$ cat src/rtl/route_entry_write_arbiter_pkg.sv
// Shared types for the routing-entry write arbiter: FSM state encoding and entry word type.
package route_entry_pkg;

    localparam int unsigned ROUTE_DATA_W = 24;

    typedef enum logic [1:0] {
        IDLE,
        LOAD,
        VERIFY
    } rea_state_t;

    typedef logic [ROUTE_DATA_W-1:0] route_entry_t;

endpackage

$ cat src/rtl/route_entry_write_arbiter_if.sv
// Requester/entry-register bus of the routing-entry write arbiter.
interface route_entry_write_arbiter_if #(
    parameter int unsigned NUM_REQ = 4,
    parameter int unsigned DATA_W  = 24
);
    localparam int unsigned IW = $clog2(NUM_REQ);

    logic [NUM_REQ-1:0]        req_valid;
    logic [NUM_REQ*DATA_W-1:0] req_data;
    logic [NUM_REQ-1:0]        req_ready;
    logic                      entry_load;
    logic [DATA_W-1:0]         entry_data;
    logic [DATA_W-1:0]         entry_q;
    logic [IW-1:0]             grant_id;
    logic                      busy;
    logic                      verify_err;

    modport master (
        output req_valid, req_data, entry_q,
        input  req_ready, entry_load, entry_data, grant_id, busy, verify_err
    );

    modport slave (
        input  req_valid, req_data, entry_q,
        output req_ready, entry_load, entry_data, grant_id, busy, verify_err
    );

endinterface

$ cat src/rtl/route_entry_write_arbiter_rr_priority_pick.sv
// Round-robin picker: first set request strictly after i_last, wrapping, as one-hot and index.
module rr_priority_pick #(
    parameter int unsigned NUM_REQ = 4,
    parameter int unsigned IW      = $clog2(NUM_REQ)
) (
    input  logic [NUM_REQ-1:0] i_req,
    input  logic [IW-1:0]      i_last,
    output logic [NUM_REQ-1:0] o_gnt_oh,
    output logic [IW-1:0]      o_gnt_idx,
    output logic               o_valid
);
    logic [IW-1:0] w_pos;

    always_comb begin
        o_gnt_oh  = '0;
        o_gnt_idx = '0;
        o_valid   = 1'b0;
        w_pos     = '0;
        for (int unsigned k = 1; k <= NUM_REQ; k++) begin
            w_pos = IW'((32'(i_last) + k) % NUM_REQ);
            if (!o_valid && i_req[w_pos]) begin
                o_valid         = 1'b1;
                o_gnt_idx       = w_pos;
                o_gnt_oh[w_pos] = 1'b1;
            end
        end
    end

endmodule

$ cat src/rtl/route_entry_write_arbiter.sv
// Round-robin sequencer sharing one routing-entry register between NUM_REQ writers.
// Define ROUTE_ENTRY_VERIFY_EN to enable readback compare with bounded reload retries.
module route_entry_write_arbiter
    import route_entry_pkg::*;
#(
    parameter int unsigned NUM_REQ   = 4,
    parameter int unsigned DATA_W    = ROUTE_DATA_W,
    parameter int unsigned MAX_RETRY = 2
) (
    input  logic                       clock,
    input  logic                       clear,
    route_entry_write_arbiter_if.slave bus
);
    localparam int unsigned IW = $clog2(NUM_REQ);

    rea_state_t         r_state;
    rea_state_t         w_next;
    logic [DATA_W-1:0]  r_entry_data;
    logic [IW-1:0]      r_grant_id;
    logic [IW-1:0]      r_last_grant;
    logic [NUM_REQ-1:0] w_gnt_oh;
    logic [IW-1:0]      w_gnt_idx;
    logic               w_any;
    logic               w_done;
    logic [DATA_W-1:0]  w_sel_data;

    rr_priority_pick #(
        .NUM_REQ (NUM_REQ),
        .IW      (IW)
    ) u_pick (
        .i_req     (bus.req_valid),
        .i_last    (r_last_grant),
        .o_gnt_oh  (w_gnt_oh),
        .o_gnt_idx (w_gnt_idx),
        .o_valid   (w_any)
    );

    always_comb begin
        w_sel_data = '0;
        for (int unsigned i = 0; i < NUM_REQ; i++) begin
            if (w_gnt_oh[i]) begin
                w_sel_data = w_sel_data | bus.req_data[i*DATA_W +: DATA_W];
            end
        end
    end

`ifdef ROUTE_ENTRY_VERIFY_EN
    localparam int unsigned RW = (MAX_RETRY > 0) ? $clog2(MAX_RETRY + 1) : 1;

    logic [RW-1:0] r_retry_cnt;
    logic          r_verify_err;
    logic          w_mismatch;
    logic          w_can_retry;

    assign w_mismatch  = (bus.entry_q != r_entry_data);
    assign w_can_retry = (r_retry_cnt < RW'(MAX_RETRY));

    always_ff @(posedge clock) begin
        if (clear) begin
            r_retry_cnt  <= '0;
            r_verify_err <= 1'b0;
        end else if (r_state == IDLE && w_any) begin
            r_retry_cnt <= '0;
        end else if (r_state == VERIFY && w_mismatch) begin
            if (w_can_retry) begin
                r_retry_cnt <= r_retry_cnt + RW'(1);
            end else begin
                r_verify_err <= 1'b1;
            end
        end
    end

    assign bus.verify_err = r_verify_err;
`else
    logic w_unused_cfg;
    assign w_unused_cfg   = ^{bus.entry_q, MAX_RETRY};
    assign bus.verify_err = 1'b0;
`endif

    always_comb begin
        w_next = r_state;
        w_done = 1'b0;
        case (r_state)
            IDLE:    if (w_any) w_next = LOAD;
            LOAD:    w_next = VERIFY;
            VERIFY: begin
`ifdef ROUTE_ENTRY_VERIFY_EN
                if (w_mismatch && w_can_retry) begin
                    w_next = LOAD;
                end else begin
                    w_done = 1'b1;
                    w_next = IDLE;
                end
`else
                w_done = 1'b1;
                w_next = IDLE;
`endif
            end
            default: w_next = IDLE;
        endcase
    end

    // Pointer starts at NUM_REQ-1 so requester 0 wins the first arbitration after clear.
    always_ff @(posedge clock) begin
        if (clear) begin
            r_state      <= IDLE;
            r_entry_data <= '0;
            r_grant_id   <= '0;
            r_last_grant <= IW'(NUM_REQ - 1);
        end else begin
            r_state <= w_next;
            if (r_state == IDLE && w_any) begin
                r_entry_data <= w_sel_data;
                r_grant_id   <= w_gnt_idx;
            end
            if (w_done) begin
                r_last_grant <= r_grant_id;
            end
        end
    end

    assign bus.req_ready  = w_done ? (NUM_REQ'(1) << r_grant_id) : '0;
    assign bus.entry_load = (r_state == LOAD);
    assign bus.entry_data = r_entry_data;
    assign bus.grant_id   = r_grant_id;
    assign bus.busy       = (r_state != IDLE);

endmodule
$ cat src/flat_wrapper.sv
// flat-port wrapper written by rule: the top's interface ports become plain ports
module route_entry_write_arbiter_flat import route_entry_pkg::*;
#(
    parameter int unsigned NUM_REQ   = 4,
    parameter int unsigned DATA_W    = ROUTE_DATA_W,
    parameter int unsigned MAX_RETRY = 2
)
  (clock, clear, bus_req_valid, bus_req_data, bus_entry_q, bus_req_ready, bus_entry_load, bus_entry_data, bus_grant_id, bus_busy, bus_verify_err);
  route_entry_write_arbiter_if #(.NUM_REQ(NUM_REQ), .DATA_W(DATA_W)) bus_i ();
  input  logic clock;
  input  logic clear;
  input wire logic [$bits(bus_i.req_valid)-1:0] bus_req_valid;
  input wire logic [$bits(bus_i.req_data)-1:0] bus_req_data;
  input wire logic [$bits(bus_i.entry_q)-1:0] bus_entry_q;
  output wire logic [$bits(bus_i.req_ready)-1:0] bus_req_ready;
  output wire logic [$bits(bus_i.entry_load)-1:0] bus_entry_load;
  output wire logic [$bits(bus_i.entry_data)-1:0] bus_entry_data;
  output wire logic [$bits(bus_i.grant_id)-1:0] bus_grant_id;
  output wire logic [$bits(bus_i.busy)-1:0] bus_busy;
  output wire logic [$bits(bus_i.verify_err)-1:0] bus_verify_err;
  assign bus_i.req_valid = bus_req_valid;
  assign bus_i.req_data = bus_req_data;
  assign bus_i.entry_q = bus_entry_q;
  assign bus_req_ready = bus_i.req_ready;
  assign bus_entry_load = bus_i.entry_load;
  assign bus_entry_data = bus_i.entry_data;
  assign bus_grant_id = bus_i.grant_id;
  assign bus_busy = bus_i.busy;
  assign bus_verify_err = bus_i.verify_err;
  route_entry_write_arbiter #(.NUM_REQ(NUM_REQ), .DATA_W(DATA_W), .MAX_RETRY(MAX_RETRY)) u_core (.clock(clock), .clear(clear), .bus(bus_i));
endmodule
$ cat config.mk
export PLATFORM = sky130hd
export DESIGN_NAME = route_entry_write_arbiter_flat
export DESIGN_NICKNAME = d
export VERILOG_FILES = /design/src/rtl/route_entry_write_arbiter_pkg.sv /design/src/rtl/route_entry_write_arbiter_if.sv /design/src/rtl/route_entry_write_arbiter_rr_priority_pick.sv /design/src/rtl/route_entry_write_arbiter.sv /design/src/flat_wrapper.sv
export SDC_FILE = /design/constraint.sdc
export NUM_CORES = 1
export LEC_CHECK = 0
export BUFFER_PORTS_ARGS = -buffer_cell sky130_fd_sc_hd__buf_4
export CAP_MARGIN = 20
export CELL_PAD_IN_SITES_DETAIL_PLACEMENT = 0
export CELL_PAD_IN_SITES_GLOBAL_PLACEMENT = 2
export CORE_MARGIN = 10
export CORE_UTILIZATION = 20
export CTS_CLUSTER_DIAMETER = 200
export DETAILED_ROUTE_END_ITERATION = 6
export PLACE_DENSITY_LB_ADDON = 0.1
export SLEW_MARGIN = 40
export SYNTH_ARGS = -nofsm -noshare
export SYNTH_HDL_FRONTEND = slang
export SYNTH_SLANG_ARGS = --single-unit
$ cat constraint.sdc
create_clock -name clock -period 3 [get_ports clock]
set_input_delay 0.15 -clock clock [delete_from_list [all_inputs] [get_ports clock]]
set_output_delay 0.15 -clock clock [all_outputs]
set_load 0.005 [all_outputs]
==> reports/results.tsv <==
stage	metric	value	unit
placed_design	pre_cts_slack	0.337	ns
grt	antenna_found_initial	0	
timing	fin_ws	0.327	ns
placed_design	dp_hpwl	7.87	mm
timing	rsz0062_at_grt	false	
finish	drive_gt1_frac	0.440	
finish	areaGrowthSynthToFinish	63.7	%
cts	postCtsHoldBufs	0	
floorplan	fp.dieW	123	um
detailed_routing	routed_via_density	5.15	
floorplan	ios	159	
finish	n_antenna_cell	0	
hold_path	min_path_type	primary input to flop	
cts	htree_levels	2	
cts	cts-root-buf	clkbuf_8	
critical_path	rr_endpoint	u_core.bus.entry_data[7]	
critical_path	regToRegSetupSlack	0.33	ns
cts	clk_pin_slew	0.08	ns
timing	setup_tns	0	ns
run_status	status	complete, no violations	
timing	finClkSkew	0.0146	ns
detailed_routing	routed_wl	10.6	mm
timing	drv_slew	0	
grt	grt_overflow	0	
cts	clkSinkCount	30	
power	p_sw_frac	0.345	
timing	fin_crit	2.67	ns
detailed_routing	final_antenna_net_count	0	
timing	hold_viol	0	
critical_path	cp.required	3.15	ns
detailed_routing	vias	2716	
detailed_routing	first_pass_iters	7	
power	powerDensity	435	nW/um^2
hold_path	whs_endpoint	u_core.bus.entry_data[1]	
grt	grt_pass1_vias	2937	
critical_path	path_class	flop to flop	
synth	yosysSeqAreaShare	0.281	
power	netSwitchingPower	0.525	mW
critical_path	ff2ff_path_depth	10	
power	intPower	0.997	mW
hold_path	hold_start	bus_req_data[73]	
critical_path	regToRegStartpoint	u_core.r_last_grant[0]	
detailed_routing	drc	0	
synth	synth_edf_count	0	
floorplan	die_h	123	um
cts	clk_latency	0.29	ns
critical_path	crit_fanout	11	
critical_path	startpoint_type	flop	
synth	yosysWarnings	0	
power	ir_drop	0.000190	V
finish	fin_nets	524	
synth	syn_avg_cell_area	8.39	um^2
finish	ff_latch_area	601	um^2
cts	cts_made_buffers	5	
cts	cts_resized	0	
placed_design	globalplace.congestion	0.761	
synth	synth-seq-cells	30	
cts	cts_setup_buffers	0	
placed_design	port_buffers	133	
power	power_frac_comb	0.443	
timing	fin_crit_sh	0.891	
power	p_clk_frac	0.234	
floorplan	start_util	0.206	
job	drv_cap	0	
cts	clk_path_buf_depth	2	
detailed_routing	drtIter0Drc	230	
timing	setup_viol_count_final	0	
floorplan	core_area	10400	um^2
power	leakagePower	1.50	nW
finish	multi_input_area	1380	um^2
finish	fin_util	0.338	
cts	cts_tree	yes	
timing	timing.fmax	374	MHz
synth	synth_area	2140	um^2
synth	async_reset_ff_frac	0	
floorplan	rows	37	
power	pwr-share-seq	0.324	
synth	synth_cells	255	
grt	grt_pass1_wl	16.3	mm
grt	grtUsageTotal	0.136	
hold_path	holdPathStages	3	
grt	grt_max_degree	27	
synth	synthesis.nets	389	
detailed_routing	avgRoutedWirePerCell	20.2	um
floorplan	dieArea	15200	um^2
critical_path	cp-end-kind	flop	
critical_path	worstPathArrival	2.82	ns
finish	nFillCells	1125	
synth	synth_cell_type_count	38	
synth	synthFlopType	dfxtp_1	
==> worst max-delay path: stages, from the launching register on <==
cell and delay (ns):
dfxtp_1 0.32, inv_1 0.10, ha_1 0.43, nor2_1 0.08, a221oi_1 0.29, a311oi_2 0.08, buf_4 0.18, a221o_2 0.40
buf_12 0.17, a222oi_1 0.36, a311oi_1 0.14
==> Yosys cell counts, types with 2 or more instances <==
| master | instances | area share |
|---|---|---|
| o211ai_1 | 4 | 0.014 |
| a221oi_1 | 2 | 0.0082 |
| a22oi_1 | 24 | 0.084 |
| buf_6 | 4 | 0.021 |
| a211o_1 | 2 | 0.0082 |
| buf_4 | 4 | 0.014 |
| a221o_2 | 2 | 0.011 |
| nand2_1 | 13 | 0.023 |
| mux4_2 | 2 | 0.021 |
| nor3b_1 | 3 | 0.011 |
| and3b_1 | 3 | 0.012 |
| a222oi_1 | 24 | 0.11 |
| a311oi_1 | 12 | 0.049 |
| ha_1 | 8 | 0.047 |
| o21ai_0 | 38 | 0.089 |
| a21oi_1 | 6 | 0.014 |
| nor2b_1 | 3 | 0.0088 |
| buf_2 | 6 | 0.014 |
| a31oi_1 | 12 | 0.035 |
| nor2_1 | 19 | 0.033 |
| clkbuf_1 | 11 | 0.019 |
| a22o_2 | 2 | 0.0094 |
| nand3_1 | 2 | 0.0047 |
| inv_1 | 5 | 0.0088 |
| dfxtp_1 | 30 | 0.28 |
| o21ai_1 | 2 | 0.0047 |
==> power by group through the flow <==
stage | logic (mW) | registers [mW] | clock network [mW]
2_1_floorplan | 0.305 | 0.505 | 0
4_1_cts | 0.682 | 0.493 | 0.371
6_report | 0.673 | 0.493 | 0.356
3_3_place_gp | 0.683 | 0.499 | 0
5_1_grt | 0.745 | 0.502 | 0.383
3_5_place_dp | 0.680 | 0.501 | 0
==> registers in the layout, indices dropped and copies added (netlist names) <==
register	cells
u_core.r_last_grant	2
u_core.bus.entry_data	24
u_core.r_state	2
u_core.bus.grant_id	2
==> worst max-delay path by stage <==
stage                                 to              startpoint  slack, ns
2_1_floorplan  u_core.bus.entry_data[10]  u_core.r_last_grant[0]       0.24
3_3_place_gp   u_core.bus.entry_data[11]  u_core.r_last_grant[0]       0.31
3_5_place_dp   u_core.bus.entry_data[10]  u_core.r_last_grant[0]       0.34
4_1_cts        u_core.bus.entry_data[10]  u_core.r_last_grant[0]       0.33
5_1_grt         u_core.bus.entry_data[0]  u_core.r_last_grant[0]       0.05
6_report        u_core.bus.entry_data[7]  u_core.r_last_grant[0]       0.33
==> placed cells by master (no fill, tap or decap), drive strengths merged, types with 4 or more instances in the layout <==
master,instances
a31oi,12
a22oi,24
clkbuf,7
o21ai,40
o211ai,4
a311oi,13
a21oi,6
dfxtp,30
a222oi,24
buf,153
nand2,13
inv,6
ha,8
nor2,19
==> cells by family after synthesis <==
logic type	count (synthesis)	share of synthesized area
multiplexers	3	0.0257
adder cells (fa/ha/maj)	8	0.0468
AND/OR/NAND/NOR	47	0.104
AO/OA/AOI/OAI	135	0.462
flip-flops	30	0.281
buffers and inverters	31	0.0790
other	1	0.00175
==> routing by layer <==
metal | GRT usage | vias to the layer above | routed length, um
li1 | - | 1311 | -
met1 | 0.160 | 1309 | 4510
met2 | 0.229 | 91 | 5140
met3 | 0.0561 | 5 | 949
met4 | 0.0233 | 0 | 46
met5 | 0 | - | 0
==> stage by stage <==
| stage | cell area [um^2] | hold WS (ns) | instances | power, mW |
|---|---|---|---|---|
| global route | 3500 | 0.175 | 527 | 1.63 |
| finish | 3500 | 0.162 | 527 | 1.52 |
| detailed placement | 3410 | 0.453 | 519 | 1.18 |
| floorplan | 2140 | 0.342 | 255 | 0.810 |
| CTS | 3500 | 0.146 | 527 | 1.55 |
| global placement | 3410 | 0.445 | 519 | 1.18 |
==> layout make-up <==
type                    count  area share
flip-flops and latches     30       0.172
well taps                 136      0.0486
inverters                   6     0.00643
clock buffers               7      0.0247
clock inverters             1     0.00143
multi-input cells         194       0.394
repair buffers            153       0.353
(Power assumes the default switching activity.)
